### src/rtl/alu_ex_stage.sv
// -----------------------------------------------------------------------------
// alu_ex_stage
//   MiniMIPS execute stage. This is a two-register pipeline around the 32-bit
//   ALU datapath (AND/OR/XOR/NOR/ADD/SUB/SLT/SLTU).
//   - S1 holds the decoded op and its operands as accepted from ID.
//   - S2 holds the computed result, its flags and the destination register.
//   Both ends use valid/ready handshakes, so a stall in WB back-pressures ID.
//   No op is lost or duplicated during a stall.
//
// Ports
//   clk        in   1       rising-edge clock
//   reset_n    in   1       asynchronous active-low reset (drops ops in flight)
//   in_valid   in   1       ID presents a valid op
//   in_ready   out  1       stage accepts an op this cycle
//   alu_op     in   3       000 AND, 001 OR, 010 XOR, 011 NOR,
//                           100 ADD, 101 SUB, 110 SLT, 111 SLTU
//   value1     in   WIDTH   operand A (rs)
//   value2     in   WIDTH   operand B (rt/imm)
//   rd_in      in   REG_AW  destination register
//   out_valid  out  1       result valid toward WB
//   out_ready  in   1       WB takes the result this cycle
//   result     out  WIDTH   ALU result
//   zero       out  1       result == 0
//   ovf        out  1       signed overflow (ADD/SUB only)
//   rd_out     out  REG_AW  destination register carried with the result
// -----------------------------------------------------------------------------
module alu_ex_stage #(
  parameter int WIDTH  = 32,
  parameter int REG_AW = 5
) (
  input  logic              clk,
  input  logic              reset_n,
  input  logic              in_valid,
  output logic              in_ready,
  input  logic [2:0]        alu_op,
  input  logic [WIDTH-1:0]  value1,
  input  logic [WIDTH-1:0]  value2,
  input  logic [REG_AW-1:0] rd_in,
  output logic              out_valid,
  input  logic              out_ready,
  output logic [WIDTH-1:0]  result,
  output logic              zero,
  output logic              ovf,
  output logic [REG_AW-1:0] rd_out
);

  // S1 state: the accepted op and its operands.
  logic              s1_valid_r;
  logic [2:0]        s1_op_r;
  logic [WIDTH-1:0]  s1_a_r;
  logic [WIDTH-1:0]  s1_b_r;
  logic [REG_AW-1:0] s1_rd_r;

  // S2 state: the result as presented to WB.
  logic              s2_valid_r;
  logic [WIDTH-1:0]  s2_result_r;
  logic              s2_zero_r;
  logic              s2_ovf_r;
  logic [REG_AW-1:0] s2_rd_r;

  // Handshake and ALU combinational signals.
  logic              s2_adv_s;
  logic              s1_load_s;
  logic              in_ready_s;
  logic [WIDTH-1:0]  sum_s;
  logic [WIDTH-1:0]  diff_s;
  logic [WIDTH-1:0]  alu_res_s;
  logic              alu_ovf_s;
  logic              alu_zero_s;

  // The S1 op moves to S2 when S2 is empty or is being drained this cycle.
  // in_ready depends on out_ready through s2_adv_s, but never on in_valid.
  assign s2_adv_s   = s1_valid_r && (!s2_valid_r || out_ready);
  assign in_ready_s = !s1_valid_r || s2_adv_s;
  assign s1_load_s  = in_valid && in_ready_s;
  assign in_ready   = in_ready_s;

  assign sum_s  = s1_a_r + s1_b_r;
  assign diff_s = s1_a_r - s1_b_r;

  // ALU datapath operating on the S1 operands.
  always_comb begin
    alu_res_s = {WIDTH{1'b0}};
    alu_ovf_s = 1'b0;
    case (s1_op_r)
      3'b000: begin
        alu_res_s = s1_a_r & s1_b_r;
        alu_ovf_s = 1'b0;
      end
      3'b001: begin
        alu_res_s = s1_a_r | s1_b_r;
        alu_ovf_s = 1'b0;
      end
      3'b010: begin
        alu_res_s = s1_a_r ^ s1_b_r;
        alu_ovf_s = 1'b0;
      end
      3'b011: begin
        alu_res_s = ~(s1_a_r | s1_b_r);
        alu_ovf_s = 1'b0;
      end
      3'b100: begin
        // Overflow occurs when both operands share a sign that the sum does not.
        alu_res_s = sum_s;
        alu_ovf_s = (s1_a_r[WIDTH-1] == s1_b_r[WIDTH-1]) &&
                    (sum_s[WIDTH-1] != s1_a_r[WIDTH-1]);
      end
      3'b101: begin
        // Overflow occurs when the operand signs differ and the result sign
        // differs from A.
        alu_res_s = diff_s;
        alu_ovf_s = (s1_a_r[WIDTH-1] != s1_b_r[WIDTH-1]) &&
                    (diff_s[WIDTH-1] != s1_a_r[WIDTH-1]);
      end
      3'b110: begin
        alu_res_s = {{(WIDTH-1){1'b0}}, ($signed(s1_a_r) < $signed(s1_b_r))};
        alu_ovf_s = 1'b0;
      end
      3'b111: begin
        alu_res_s = {{(WIDTH-1){1'b0}}, (s1_a_r < s1_b_r)};
        alu_ovf_s = 1'b0;
      end
      default: begin
        alu_res_s = {WIDTH{1'b0}};
        alu_ovf_s = 1'b0;
      end
    endcase
  end

  assign alu_zero_s = (alu_res_s == {WIDTH{1'b0}});

  // S1 register: capture the op on an input handshake, and empty it once the op moves on.
  always_ff @(posedge clk or negedge reset_n) begin
    if (!reset_n) begin
      s1_valid_r <= 1'b0;
      s1_op_r    <= 3'b000;
      s1_a_r     <= {WIDTH{1'b0}};
      s1_b_r     <= {WIDTH{1'b0}};
      s1_rd_r    <= {REG_AW{1'b0}};
    end else if (s1_load_s) begin
      s1_valid_r <= 1'b1;
      s1_op_r    <= alu_op;
      s1_a_r     <= value1;
      s1_b_r     <= value2;
      s1_rd_r    <= rd_in;
    end else if (s2_adv_s) begin
      s1_valid_r <= 1'b0;
    end else begin
      s1_valid_r <= s1_valid_r;
    end
  end

  // S2 register: capture the ALU result on advance, and clear once WB takes it.
  always_ff @(posedge clk or negedge reset_n) begin
    if (!reset_n) begin
      s2_valid_r  <= 1'b0;
      s2_result_r <= {WIDTH{1'b0}};
      s2_zero_r   <= 1'b0;
      s2_ovf_r    <= 1'b0;
      s2_rd_r     <= {REG_AW{1'b0}};
    end else if (s2_adv_s) begin
      s2_valid_r  <= 1'b1;
      s2_result_r <= alu_res_s;
      s2_zero_r   <= alu_zero_s;
      s2_ovf_r    <= alu_ovf_s;
      s2_rd_r     <= s1_rd_r;
    end else if (out_ready && s2_valid_r) begin
      s2_valid_r  <= 1'b0;
    end else begin
      s2_valid_r  <= s2_valid_r;
    end
  end

  assign out_valid = s2_valid_r;
  assign result    = s2_result_r;
  assign zero      = s2_zero_r;
  assign ovf       = s2_ovf_r;
  assign rd_out    = s2_rd_r;

endmodule

### config.mk
export PLATFORM = sky130hd
export DESIGN_NAME = alu_ex_stage
export DESIGN_NICKNAME = d
export VERILOG_FILES = /design/src/rtl/alu_ex_stage.sv
export SDC_FILE = /design/constraint.sdc
export NUM_CORES = 1
export LEC_CHECK = 0
export CAP_MARGIN = 30
export CORE_MARGIN = 5
export CORE_UTILIZATION = 49
export CTS_BUF_LIST = sky130_fd_sc_hd__clkbuf_2 sky130_fd_sc_hd__clkbuf_4 sky130_fd_sc_hd__clkbuf_8
export DETAILED_ROUTE_END_ITERATION = 10
export PLACE_DENSITY = 0.71
export SLEW_MARGIN = 10
export SYNTH_ARGS = -nofsm -noshare
export SYNTH_HDL_FRONTEND = slang
export SYNTH_SLANG_ARGS = --single-unit
export TNS_END_PERCENT = 100
### constraint.sdc
create_clock -name clk -period 3.4 [get_ports clk]
set_clock_uncertainty 0.2 [all_clocks]
set_input_delay 0.68 -clock clk [delete_from_list [all_inputs] [get_ports clk]]
set_output_delay 0.68 -clock clk [all_outputs]
set_load 0.05 [all_outputs]
Yosys cells after proc, flatten, opt, wreduce, memory -nomap -nowiden
Cells that the tools add are included.
{"block": "classes", "div_mod_pow": 0, "eq_ne": 11, "bitwise": 4, "reduce_logical": 14, "n_mux": 6, "order_cmp": 2, "n_shift": 0, "add_sub_neg": 2, "multipliers": 0}
{"op": "case mux 32 bit (8 select lines)", "count": 1}
{"op": "less-than comparator 32 bit", "count": 2}
{"op": "adder 32 bit", "count": 1}
{"op": "AND 32 bit", "count": 1}
{"op": "logical NOT 32 bit", "count": 1}
{"op": "inverter 32 bit", "count": 1}
{"op": "bitwise OR 32 bit", "count": 1}
{"op": "subtractor 32 bit", "count": 1}
{"op": "bitwise XOR 32 bit", "count": 1}
{"op": "equality test 3 bit, second input constant", "count": 4}
{"op": "equality test 3 x 2 -> 1 bit, second input constant", "count": 2}
{"op": "OR reduction 6 bit", "count": 1}
{"op": "logical AND 1 bit", "count": 5}
{"op": "2-to-1 mux 1 bit", "count": 4}
{"op": "nonzero test 2 bit", "count": 2}
{"op": "equality test 3 x 1 -> 1 bit, second input constant", "count": 1}
{"op": "logical NOT 3 bit", "count": 1}
{"op": "inequality test 1 bit", "count": 3}
{"op": "case mux 1 bit (3 select lines)", "count": 1}
{"op": "logical NOT 1 bit", "count": 2}
{"op": "logical OR 1 bit", "count": 2}
{"op": "equality test 1 bit", "count": 1}
{"block": "word_totals", "elab_cells": 49, "ram_bits": 0, "n_memories": 0, "inputBits": 76, "output_inout_bits": 41, "mem_bits_ro": 0, "regBits": 113, "latch_bits": 0}

Longest topological paths before layout
{"block": "depth", "depth_word": 6, "mapped_depth": 15, "ltp_nobuf": 14}

Least setup slack after synthesis
No wires, ideal clock.
{"block": "synth_path", "path_type": "register to register", "start": "register s1_b_r[0]", "end": "register s2_zero_r (netlist: zero)", "period_less_slack_ns": 3.661, "slack_ns": -0.261, "required_time_ns": 3.124, "stages_incl_launch_ff": 15, "t_arrival_ns": 3.385, "n_path_buf": 0, "path_cell_list": "dfrtp_1 > ha_1 > inv_1 > fa_1 > and2b_4 > o2111ai_4 > a2111o_1 > a2111o_1 > mux2i_1 > nand2_1 > nand3_1 > a2111o_1 > a2111oi_2 > nand3_1 > o21ai_1"}
{"block": "synth_via", "elab_chain_cells": 4}
{"element": "from (decl)", "line_no": "51", "rtl": "logic [WIDTH-1:0] s1_b_r;"}
{"element": "from (signal assigned)", "line_no": "138", "rtl": "s1_b_r <= {WIDTH{1'b0}};"}
{"element": "from (signal assigned)", "line_no": "144", "rtl": "s1_b_r <= value2;"}
{"element": "parallel branches: the longest is 2 deep, another holds subtractor 32 bit"}
{"element": "case mux 32 bit (8 select lines) *", "line_no": "85", "rtl": "case (s1_op_r)"}
{"element": "logical NOT 32 bit *", "line_no": "130", "rtl": "assign alu_zero_s = (alu_res_s == {WIDTH{1'b0}});"}
{"element": "to (signal assigned)", "line_no": "164", "rtl": "s2_zero_r <= alu_zero_s;"}
{"element": "to (decl)", "line_no": "57", "rtl": "logic s2_zero_r;"}
Every way passes the cells marked *.
A chain may end at the register's enable or synchronous reset.

Worst setup path in the final report
Ends and elaborated chain as after synthesis.

==> run_results.csv <==
group,metric,value,unit
run_status,status,"finished, violations left",
run_status,violations,"setup timing",
worst_setup_path,cp_num_buf_inv,1,
placed_design,io_buffers,116,
clock_tree,cts_tree,"built",
route,drtIter0Drc,1145,
finish,fin_cells,1921,
clock_tree,clk_latency,0.47,ns
worst_setup_path,cp_common_cell,"a2111o_1",
synth,synthFlopType,"dfrtp_1",
placed_design,gp_congestion,1.017,
route,via_per_inst,5.959,
timing,tightest_slew,0.7592,ns
placed_design,place.detailed.hpwl,30.36,mm
pwr,power.density,657.1,mW/mm²
route,drtAntennaViolNets,0,
route,wl,40.37,mm
min_path,hp-class,"input port to asynchronous set/reset pin",
worst_setup_path,critPathLaunchType,"flop",
die,die_h,155.2,µm
worst_setup_path,cp_num_cells,14,
timing,rsz0062_at_grt,"true",
timing,finalSetupTns,-1.287,ns
route,drc,0,
die,rows,53,
worst_setup_path,required,3.60,ns
synth,syn_nets,1402,
synth,yosysTopAreaCell,"dfrtp_1",
clock_tree,clock_tree.root_cell,"clkbuf_8",
grt,grt_usage,0.3186,
synth,synth.distinct_cells,83,
finish,drive_gt1_frac,0.3694,
worst_setup_path,max_stage_delay,0.48,ns
timing,hold_viol,0,
grt,grt_max_degree,71,
synth,syn_area,0.01034,mm²
synth,synth_edf_count,0,
finish,fin_area,0.01541,mm²
synth,synthCells,1227,
synth,syn_avg_cell_area,8.424,µm²
grt,grt_overflow,0,
worst_setup_path,path_class,"flop to flop",
die,die-area,0.02410,mm²
route,drtPass1Iterations,5,
finish,fin_util,0.7379,
timing,slew-limit-headroom,0.4920,
route,wl_per_cell,21.02,µm
placed_design,placedInstanceArea,0.01405,mm²
grt,grt_pass1_wl,60.72,mm
finish,fill_cells,1645,
die,start_util,0.4948,
clock_tree,clock_path_buffers,2,
worst_setup_path,crit_fanout,4,
finish,area_growth,49.13,%
synth,synthArstFlopShare,1.000,
die,io_pins,117,
grt,grt_pass1_vias,11060,
die,fp.dieW,155.2,µm
job,maxCapViolCount,0,
placed_design,placement.setup.worst_slack,-0.4668,ns
synth,ys_seq_area_frac,0.2736,
timing,setup_ws,-0.3811,ns
clock_tree,cts_buffers,17,
worst_setup_path,crit_chain,"ha_4 -> inv_2 -> fa_2 -> and2b_4 -> o2111ai_4 -> a2111o_1 -> a2111o_1 -> nand2_2 -> a21oi_2 -> a221o_1 -> a211oi_1 -> and4b_1 -> nand3_1 -> o21ai_1",
finish,fin_nets,1808,
pwr,p_leak,6.899,nW
worst_setup_path,crit_family,"compound AO/OA/AOI/OAI gates",
die,core,0.02089,mm²
synth,yosys_warnings,0,
worst_setup_path,rr_worst_depth,14,
placed_design,dpl.cell_count,1871,
finish,num_antenna_cells,0,
grt,antenna_found_initial,0,
synth,ys_ff_latch,113,
worst_setup_path,slowest_stage,"a2111o_1",
synth,synth_top_area_frac,0.2736,
timing,maxSlewViolCount,0,
route,num_vias,11450,
clock_tree,h-tree-depth,4,
timing,max_freq,264.5,MHz
worst_setup_path,worst_setup_path_end_kind,"flop",
worst_setup_path,crit_arrival,3.98,ns
timing,finalSetupViolCount,9,
clock_tree,clk_pin_slew,0.08,ns
pwr,ir_drop,0.3786,mV
timing,min_period,3.781,ns
timing,fin_crit_sh,1.112,
clock_tree,cts.sinks,113,
clock_tree,hold_buffers,0,
synth,synthTopCellsByArea,"dfrtp_1 (27%), ha_1 (12%), mux2_2 (10%)",
-- kinds of logic after synthesis --
group / after synthesis / share of synthesized area
buffers and inverters: 174 / 0.06646
adders and majority gates: 99 / 0.1213
AOI/OAI and AO/OA: 378 / 0.2511
muxes: 108 / 0.1162
DFF: 113 / 0.2736
and+or+nand+nor: 333 / 0.1528
xor gates and xnor gates: 22 / 0.01864
-- worst reg2reg max path, cell delays in order (launching register included) --
cell,delay [ns]
dfrtp_2,0.43
ha_4,0.15
inv_2,0.04
fa_2,0.34
and2b_4,0.28
o2111ai_4,0.14
a2111o_1,0.45
a2111o_1,0.48
nand2_2,0.11
a21oi_2,0.06
a221o_1,0.37
a211oi_1,0.25
and4b_1,0.23
nand3_1,0.07
o21ai_1,0.11
-- synth_stat cells (6+ instances only) --
cell and number:
inv_1 94, a2111oi_0 7, o211ai_1 16, o31ai_1 14, buf_1 10, o21ai_0 74, and2_1 7, dfrtp_1 113
nor2b_1 8, nor3_1 28, a21o_1 9, clkbuf_1 49, a211oi_1 16, and3_1 7, a31oi_1 17, mux2i_1 12
buf_2 12, o221ai_1 7, mux2_2 96, nor2_1 92, a311oi_1 8, o21a_1 6, o21bai_1 6, nand2b_1 14
ha_1 97, a21oi_1 98, nand4_1 10, a221oi_1 8, nor4_1 13, o22ai_1 12, nand2_1 108, nand3_1 18
xnor2_1 18
-- sequential cells by signal, indices dropped and copies added (netlist names), 3 cells and up --
register	count
s1_a_r	32
result	32
rd_out	5
s1_rd_r	5
s1_b_r	32
s1_op_r	3
-- timing repair --
item	CTS	global route
endpoints found under the hold margin	0	0
endpoints found under the setup margin	17	22
setup buffers	5	15
pin swaps	29	43
resized for setup	45	118
-- metal layers --
layer	GRT usage	part of all wire	vias up
met3	0.05535	0.083	110
met1	0.4427	0.43	5493
met5	0	0	-
li1	-	-	5284
met2	0.5069	0.46	561
met4	0.1025	0.030	0
-- final cells by class --
class                           count  area [µm²]  area share
Timing Repair Buffer              463        3845      0.2494
Sequential cell                   113        2830      0.1836
Inverter                           98       367.9     0.02386
Clock buffer                       18       247.7     0.01607
Multi-Input combinational cell    940        7600      0.4930
Clock inverter                     14       180.2     0.01169
Tap cell                          275       344.1     0.02232
-- path summary, 6_finish.rpt --
kind / startpoint / end / slack, ns
max in group asynchronous: reset_n / s1_b_r[0] / 2.19
hold / removal: reset_n / s1_a_r[10] / 0.003
setup / recovery: s1_b_r[0] / zero / -0.38
setup reg to reg: s1_b_r[0] / zero / -0.38
hold reg to reg: result[23] / result[23] / 0.29
min in group clk: result[23] / result[23] / 0.29
-- through the flow --
step	hold slack, ns	power, mW
2_1_floorplan	0.1844	5.164
3_3_place_gp	0.2616	7.858
3_5_place_dp	0.2691	7.937
4_1_cts	0.02481	9.548
5_1_grt	0.05299	10.61
6_report	0.003406	10.13
-- cells in the final DEF (no fill, tap or decap), drive strengths merged, types with 12 or more instances in the layout --
master	count
a211oi	20
a21oi	98
a31oi	17
buf	349
clkbuf	18
clkdlybuf4s50	114
dfrtp	113
ha	97
inv	100
mux2	96
mux2i	12
nand2	108
nand2b	14
nand3	18
nor2	92
nor3	28
nor4	14
o211ai	17
o21ai	77
o22ai	12
o31ai	14
xnor2	18
-- power by group --
group          leakage (nW)  switching, mW  internal (mW)
clock                 0.210          0.683          0.754
sequential             1.34          0.210           1.66
combinational          5.35           3.78           3.04
total                  6.90           4.67           5.46
Note: power is estimated with default switching activity, not from simulation.
